### src/rtl/battle_referee_pkg.sv
// Shared battle-referee definitions: game-state encodings, limits and the attack table.
package battle_referee_pkg;

  typedef enum logic [2:0] {
    STATE_MENU    = 3'd0,
    STATE_GAME    = 3'd1,
    STATE_1P_GAME = 3'd2,
    STATE_P1_WINS = 3'd3,
    STATE_P2_WINS = 3'd4,
    STATE_OVER    = 3'd5
  } game_state_e;

  localparam int unsigned GARBAGE_MAX_DEF = 12;
  localparam int unsigned KO_MAX          = 5;
  localparam int unsigned LINE_MAX        = 63;
  localparam int unsigned ATK_W           = 3;
  localparam int unsigned PEND_W          = 4;

  // Attack rows produced by a clear of the given number of lines.
  function automatic logic [ATK_W-1:0] attack(input logic [2:0] lines);
    case (lines)
      3'd2:    attack = ATK_W'(1);
      3'd3:    attack = ATK_W'(2);
      3'd4:    attack = ATK_W'(4);
      default: attack = ATK_W'(0);
    endcase
  endfunction

endpackage

### src/rtl/battle_referee_garbage_queue.sv
// One player's pending-garbage counter: take, own cancellation, incoming overflow, saturation.
module battle_referee_garbage_queue
  import battle_referee_pkg::*;
#(
  parameter int unsigned GARBAGE_MAX = GARBAGE_MAX_DEF
) (
  input  logic              clk,
  input  logic              rst,
  input  logic              clr,
  input  logic              en,
  input  logic              take,
  input  logic [ATK_W-1:0]  atk,
  input  logic [ATK_W-1:0]  ovf_in,
  output logic [PEND_W-1:0] pend,
  output logic              valid,
  output logic [ATK_W-1:0]  ovf_c
);

  logic [PEND_W-1:0] pend_q, pend_d;
  logic              valid_q, valid_d;
  logic [PEND_W-1:0] p_taken, cancel, p_left;
  logic [PEND_W:0]   sum;

  always_comb begin
    p_taken = take ? '0 : pend_q;
    cancel  = (PEND_W'(atk) < p_taken) ? PEND_W'(atk) : p_taken;
    p_left  = p_taken - cancel;
    ovf_c   = atk - ATK_W'(cancel);
    sum     = (PEND_W+1)'(p_left) + (PEND_W+1)'(ovf_in);
    pend_d  = pend_q;
    if (clr) begin
      pend_d = '0;
    end else if (en) begin
      pend_d = (sum > (PEND_W+1)'(GARBAGE_MAX)) ? PEND_W'(GARBAGE_MAX) : PEND_W'(sum);
    end
    valid_d = (pend_d != '0);
  end

  always_ff @(posedge clk or posedge rst) begin
    if (rst) begin
      pend_q  <= '0;
      valid_q <= 1'b0;
    end else begin
      pend_q  <= pend_d;
      valid_q <= valid_d;
    end
  end

  assign pend  = pend_q;
  assign valid = valid_q;

endmodule

### src/rtl/battle_referee.sv
// Per-match bookkeeping: KO counts, lines sent, match timer and garbage routing between players.
module battle_referee
  import battle_referee_pkg::*;
#(
  parameter int unsigned CLK_HZ      = 100_000_000,
  parameter int unsigned MATCH_SEC   = 120,
  parameter int unsigned GARBAGE_MAX = GARBAGE_MAX_DEF
) (
  input  logic        clk,
  input  logic        rst,
  input  logic [2:0]  state,
  input  logic        clear_valid,
  input  logic        clear_valid_2,
  input  logic [2:0]  clear_lines,
  input  logic [2:0]  clear_lines_2,
  input  logic        topout,
  input  logic        topout_2,
  input  logic        garbage_take,
  input  logic        garbage_take_2,
  output logic        garbage_valid,
  output logic        garbage_valid_2,
  output logic [3:0]  garbage_rows,
  output logic [3:0]  garbage_rows_2,
  output logic [2:0]  ko,
  output logic [2:0]  ko_2,
  output logic [5:0]  line_sended,
  output logic [5:0]  line_sended_2,
  output logic [7:0]  time_left,
  output logic        time_up,
  output logic        board_reset,
  output logic        board_reset_2
);

  localparam int unsigned DIV_W = (CLK_HZ > 1) ? $clog2(CLK_HZ) : 1;

  logic             was_active_q, was_active_d;
  logic [2:0]       ko_q, ko_d, ko2_q, ko2_d;
  logic [5:0]       line_q, line_d, line2_q, line2_d;
  logic [7:0]       tl_q, tl_d;
  logic [DIV_W-1:0] div_q, div_d;
  logic             tu_q, tu_d, br_q, br_d, br2_q, br2_d;

  logic             active, entry, live, live2p;
  logic [ATK_W-1:0] atk1, atk2, q_atk1, q_atk2, ovf1, ovf2;
  logic [6:0]       line_sum, line2_sum;

  // Event qualification: the entry cycle only reinitialises, a top-out drops the same player's clear.
  always_comb begin
    active = (state == STATE_GAME) || (state == STATE_1P_GAME);
    entry  = active && !was_active_q;
    live   = active && !entry;
    live2p = live && (state == STATE_GAME);
    atk1   = (live && clear_valid && !topout) ? attack(clear_lines) : '0;
    atk2   = (live && clear_valid_2 && !topout_2) ? attack(clear_lines_2) : '0;
    q_atk1 = live2p ? atk1 : '0;
    q_atk2 = live2p ? atk2 : '0;
  end

  always_comb begin
    was_active_d = active;
    ko_d         = ko_q;
    ko2_d        = ko2_q;
    line_sum     = 7'(line_q) + 7'(atk1);
    line2_sum    = 7'(line2_q) + 7'(atk2);
    line_d       = (line_sum > 7'(LINE_MAX)) ? 6'(LINE_MAX) : 6'(line_sum);
    line2_d      = (line2_sum > 7'(LINE_MAX)) ? 6'(LINE_MAX) : 6'(line2_sum);
    tl_d         = tl_q;
    div_d        = div_q;
    br_d         = live && topout;
    br2_d        = live && topout_2;
    tu_d         = live && (tl_q == 8'd0);
    if (live2p && topout_2 && (ko_q != 3'(KO_MAX))) ko_d = ko_q + 3'd1;
    if (live2p && topout && (ko2_q != 3'(KO_MAX))) ko2_d = ko2_q + 3'd1;
    if (entry) begin
      ko_d    = '0;
      ko2_d   = '0;
      line_d  = '0;
      line2_d = '0;
      tl_d    = 8'(MATCH_SEC);
      div_d   = '0;
    end else if (active) begin
      if (div_q == DIV_W'(CLK_HZ - 1)) begin
        div_d = '0;
        if (tl_q != 8'd0) tl_d = tl_q - 8'd1;
      end else begin
        div_d = div_q + DIV_W'(1);
      end
    end else begin
      line_d  = line_q;
      line2_d = line2_q;
    end
  end

  always_ff @(posedge clk or posedge rst) begin
    if (rst) begin
      was_active_q <= 1'b0;
      ko_q         <= '0;
      ko2_q        <= '0;
      line_q       <= '0;
      line2_q      <= '0;
      tl_q         <= 8'(MATCH_SEC);
      div_q        <= '0;
      tu_q         <= 1'b0;
      br_q         <= 1'b0;
      br2_q        <= 1'b0;
    end else begin
      was_active_q <= was_active_d;
      ko_q         <= ko_d;
      ko2_q        <= ko2_d;
      line_q       <= line_d;
      line2_q      <= line2_d;
      tl_q         <= tl_d;
      div_q        <= div_d;
      tu_q         <= tu_d;
      br_q         <= br_d;
      br2_q        <= br2_d;
    end
  end

  // pend1 receives P2's overflow, pend2 receives P1's.
  battle_referee_garbage_queue #(.GARBAGE_MAX(GARBAGE_MAX)) u_queue_p1 (
    .clk    (clk),
    .rst    (rst),
    .clr    (entry || (live && topout)),
    .en     (live2p),
    .take   (garbage_take),
    .atk    (q_atk1),
    .ovf_in (ovf2),
    .pend   (garbage_rows),
    .valid  (garbage_valid),
    .ovf_c  (ovf1)
  );

  battle_referee_garbage_queue #(.GARBAGE_MAX(GARBAGE_MAX)) u_queue_p2 (
    .clk    (clk),
    .rst    (rst),
    .clr    (entry || (live && topout_2)),
    .en     (live2p),
    .take   (garbage_take_2),
    .atk    (q_atk2),
    .ovf_in (ovf1),
    .pend   (garbage_rows_2),
    .valid  (garbage_valid_2),
    .ovf_c  (ovf2)
  );

  assign ko            = ko_q;
  assign ko_2          = ko2_q;
  assign line_sended   = line_q;
  assign line_sended_2 = line2_q;
  assign time_left     = tl_q;
  assign time_up       = tu_q;
  assign board_reset   = br_q;
  assign board_reset_2 = br2_q;

endmodule

### config.mk
export PLATFORM = sky130hd
export DESIGN_NAME = battle_referee
export DESIGN_NICKNAME = d
export VERILOG_FILES = /design/src/rtl/battle_referee_pkg.sv /design/src/rtl/battle_referee_garbage_queue.sv /design/src/rtl/battle_referee.sv
export SDC_FILE = /design/constraint.sdc
export NUM_CORES = 1
export LEC_CHECK = 0
export ABC_AREA = 1
export BUFFER_PORTS_ARGS = -buffer_cell sky130_fd_sc_hd__buf_4
export CAP_MARGIN = 10
export CELL_PAD_IN_SITES_DETAIL_PLACEMENT = 2
export CELL_PAD_IN_SITES_GLOBAL_PLACEMENT = 2
export CORE_ASPECT_RATIO = 1.75
export CORE_MARGIN = 3
export CORE_UTILIZATION = 34
export CTS_BUF_LIST = sky130_fd_sc_hd__clkbuf_16
export DETAILED_ROUTE_END_ITERATION = 10
export HOLD_SLACK_MARGIN = 0.03
export PLACE_DENSITY_LB_ADDON = 0.1
export REMOVE_ABC_BUFFERS = 1
export SLEW_MARGIN = 20
export SYNTH_ARGS = -nofsm -noshare
export SYNTH_HDL_FRONTEND = slang
export SYNTH_SLANG_ARGS = --single-unit
### constraint.sdc
create_clock -name clk -period 4.54 [get_ports clk]
set_clock_uncertainty 0.15 [all_clocks]
set_input_delay 0.908 -clock clk [delete_from_list [all_inputs] [get_ports clk]]
set_output_delay 0.908 -clock clk [all_outputs]
set_load 0.005 [all_outputs]
==> results.json <==
{
  "status": "complete, but fails checks",
  "violations": "negative setup slack",
  "avgSynthCellArea_um2": 7.38,
  "cpPeakStageDelay_ns": 0.27,
  "io-pin-count": 56,
  "fillers": 1442,
  "grtUsageMet3_pct": 4.95,
  "synth_top_family_by_area": "simple AND/OR/NAND/NOR gates",
  "yosysMostFrequentCell": "nand2_1",
  "antenna_found_initial": 0,
  "worstPathRequired_ns": 4.63,
  "synth.mux.area_fraction_pct": 0,
  "dieArea_um2": 15000,
  "track_usage_pct": 31.1,
  "synth-simple-area-share_pct": 29.1,
  "ctsHtreeMaxLevel": 3,
  "synth_area_um2": 4600,
  "p_sw_share_pct": 33.0,
  "synth.area.top_cells": "dfrtp_1 34%, nand2_1 9.3%, inv_1 8.9%",
  "synth_top_area_share_pct": 34.2,
  "synth-compound-area-share_pct": 10.6,
  "tightest_slew_ns": 0.807,
  "sequentialPowerShare_pct": 36.2,
  "finalHoldViolCount": 0,
  "synthAdderAreaFrac_pct": 10.4,
  "drc": 0,
  "cts-buffers-inserted": 9,
  "clkSlewWorstSetupHoldPaths_ns": 0.06,
  "fin_util_pct": 52.1,
  "fmaxAchievable_mhz": 204,
  "dp_hpwl_mm": 13.9,
  "wl_mm": 27.8,
  "start_util_pct": 35.2,
  "clock_latency_ns": 0.36,
  "wl_per_cell_um": 29.4,
  "die_h_um": 160,
  "gp_congestion": 0.829,
  "cap_violations": 0,
  "yosysSeqAreaShare_pct": 36.5,
  "p_sw_w": 0.000607,
  "cp_slowest_cell": "ha_4",
  "cp_max_fo": 3,
  "nNetsFinal": 821,
  "stdcell_area_um2": 6810,
  "drive_gt1_share_pct": 36.4,
  "diodes": 0,
  "rows": 55,
  "synthToLayoutAreaGrowth_pct": 48.0,
  "finalCriticalPeriod_ns": 4.90,
  "synth_common_cells": "114 x nand2_1, 109 x inv_1, 64 x nor2_1, 63 x dfrtp_1, 51 x nand3_1",
  "relSlewSlack_pct": 46.0,
  "p_int_w": 0.00123,
  "min_period_over_period_pct": 108,
  "coreArea_um2": 13100,
  "via_per_inst": 5.88,
  "placed_area_um2": 5620,
  "finalMaxSlewViolations": 0,
  "die_w_um": 94.0,
  "synth_xor_area_share_pct": 3.42,
  "synth_edf_count": 0,
  "worst-r2r-setup-slack_ns": 0.10,
  "grt_pass1_wl_mm": 35.5,
  "io_buffers": 55,
  "synth.distinct_cells": 39,
  "worst-setup-path-type": "in2reg",
  "synth_async_sr_flop_share_pct": 100,
  "tritoncts": "done",
  "worstPathArrival_ns": 4.99,
  "synth_largest_area_cell": "dfrtp_1",
  "synth-warning-count": 0,
  "hp-class": "reg2reg",
  "synthCells": 624,
  "grt_pass1_vias": 6148,
  "end_kind": "register",
  "grtUsageMet2_pct": 59.9,
  "grt_max_degree": 42,
  "crit_top_cell": "nand2_2",
  "dp_worst_setup_slack_ns": -0.835,
  "clock-root-buffer": "clkbuf_16",
  "clkSinkCount": 67,
  "vias": 5548,
  "ys_seq_elements": 67,
  "grt-busiest-layer": "met2",
  "timing.final.ws_setup_ns": -0.362,
  "setup_viol": 10,
  "pwr-share-comb_pct": 23.9,
  "power.share.clock_pct": 39.9,
  "cts_hold_buf": 0,
  "antenna_left": 0,
  "leakage_nw": 3.33,
  "p_per_area_nw_per_um2": 270,
  "firstDrtPassIters": 5,
  "grt_use_met1_pct": 30.2,
  "clockBufferDepth": 2,
  "drt-initial-drc-count": 327,
  "overflow": 0,
  "synth_ff_type": "dfrtp_1",
  "startpoint_type": "input pin",
  "vdd_drop_max_v": 0.000242,
  "rsz0062_at_grt": "true"
}
==> metal layers <==
layer,up-vias,wire [µm]
met4,0,1820
li1,2338,-
met1,2813,9610
met3,134,1360
met2,263,15000
met5,-,0
==> per-stage QoR <==
stage                     power, W  std cells  hold slack [ns]  TNS [ns]
after detailed placement  0.000971        898            0.367     -6.89
after CTS                  0.00171        932            0.379    -0.264
final                      0.00184        944            0.425     -2.47
after floorplan           0.000808        616            0.328     -3.92
after global routing       0.00189        944            0.443     -4.21
after global placement    0.000950        898            0.343     -4.01
==> area by class of cell <==
type	instances	area, µm²	share of cell area, %
Timing Repair Buffer	141	1110	16.3
Inverter	113	447	6.56
Clock inverter	7	61.3	0.900
Multi-Input combinational cell	436	3070	45.1
Sequential cell	67	1680	24.7
Clock buffer	9	225	3.31
Tap cell	171	214	3.14
==> worst paths after layout <==
kind / from / to / cells past startpoint
max: state[2] / u_queue_p1.valid / 34
min: time_left[6] / time_left[6] / 2
max reg2reg: was_active_q / u_queue_p1.valid / 30
min reg2reg: time_left[6] / time_left[6] / 2
max in group asynchronous: rst / ko[1] / 3
min in group asynchronous: rst / board_reset_2 / 2
==> repair_timing <==
item | in CTS | in global routing
endpoints found under the setup margin | 10 | 10
resized for setup | 64 | 96
pin swaps | 40 | 48
buffers inserted | 18 | 14
==> power by group through the flow <==
stage               Sequential [W]  Clock, W  Combinational [W]
floorplan                 0.000666         0           0.000142
global placement          0.000668         0           0.000282
detailed placement        0.000671         0           0.000300
CTS                       0.000660  0.000716           0.000339
global route              0.000669  0.000754           0.000462
finish                    0.000665  0.000734           0.000438
==> layout by cell type, fill, tap and decap left out, types with 3 or more instances in the layout <==
cell and n:
nand2_4 8, xor2_1 10, nor4_1 10, inv_1 90, nor2_2 7, nand4_1 18
clkbuf_16 9, nand2_1 85, nand3_1 34, buf_6 8, inv_2 18, nand3_2 16
dfstp_2 4, nor2_1 57, a21oi_1 29, nand2_2 23, nor2_4 6, ha_4 11
buf_8 3, dfrtp_1 63, fa_1 4, ha_2 4, xor2_4 3, o21ai_0 31
o22ai_1 9, buf_4 130, inv_4 5, ha_1 17, and3_1 3, nor3_1 16
==> state kept, by name, summed over array words and instances (netlist names) <==
signal / flops
u_queue_p1.pend: 4
div_q: 27
line_sended_2: 6
u_queue_p2.valid: 1
time_up: 1
line_sended: 6
was_active_q: 1
board_reset_2: 1
ko_2: 3
u_queue_p1.valid: 1
board_reset: 1
u_queue_p2.pend: 4
ko: 3
time_left: 8
==> critical path, delay by kind of cell <==
kind	cells	cell delay (ns)
buffers and inverters	12	1.12
XOR/XNOR	2	0.41
adder cells (fa/ha/maj)	3	0.65
AND/OR/NAND/NOR	17	1.87
==> logic make-up after synthesis <==
logic type               after synthesis
adder cells (fa/ha/maj)               36
buffers and inverters                121
AO/OA/AOI/OAI                         88
AND/OR/NAND/NOR                      294
XOR/XNOR                              18
flip-flops                            67
(Power assumes the default switching activity.)
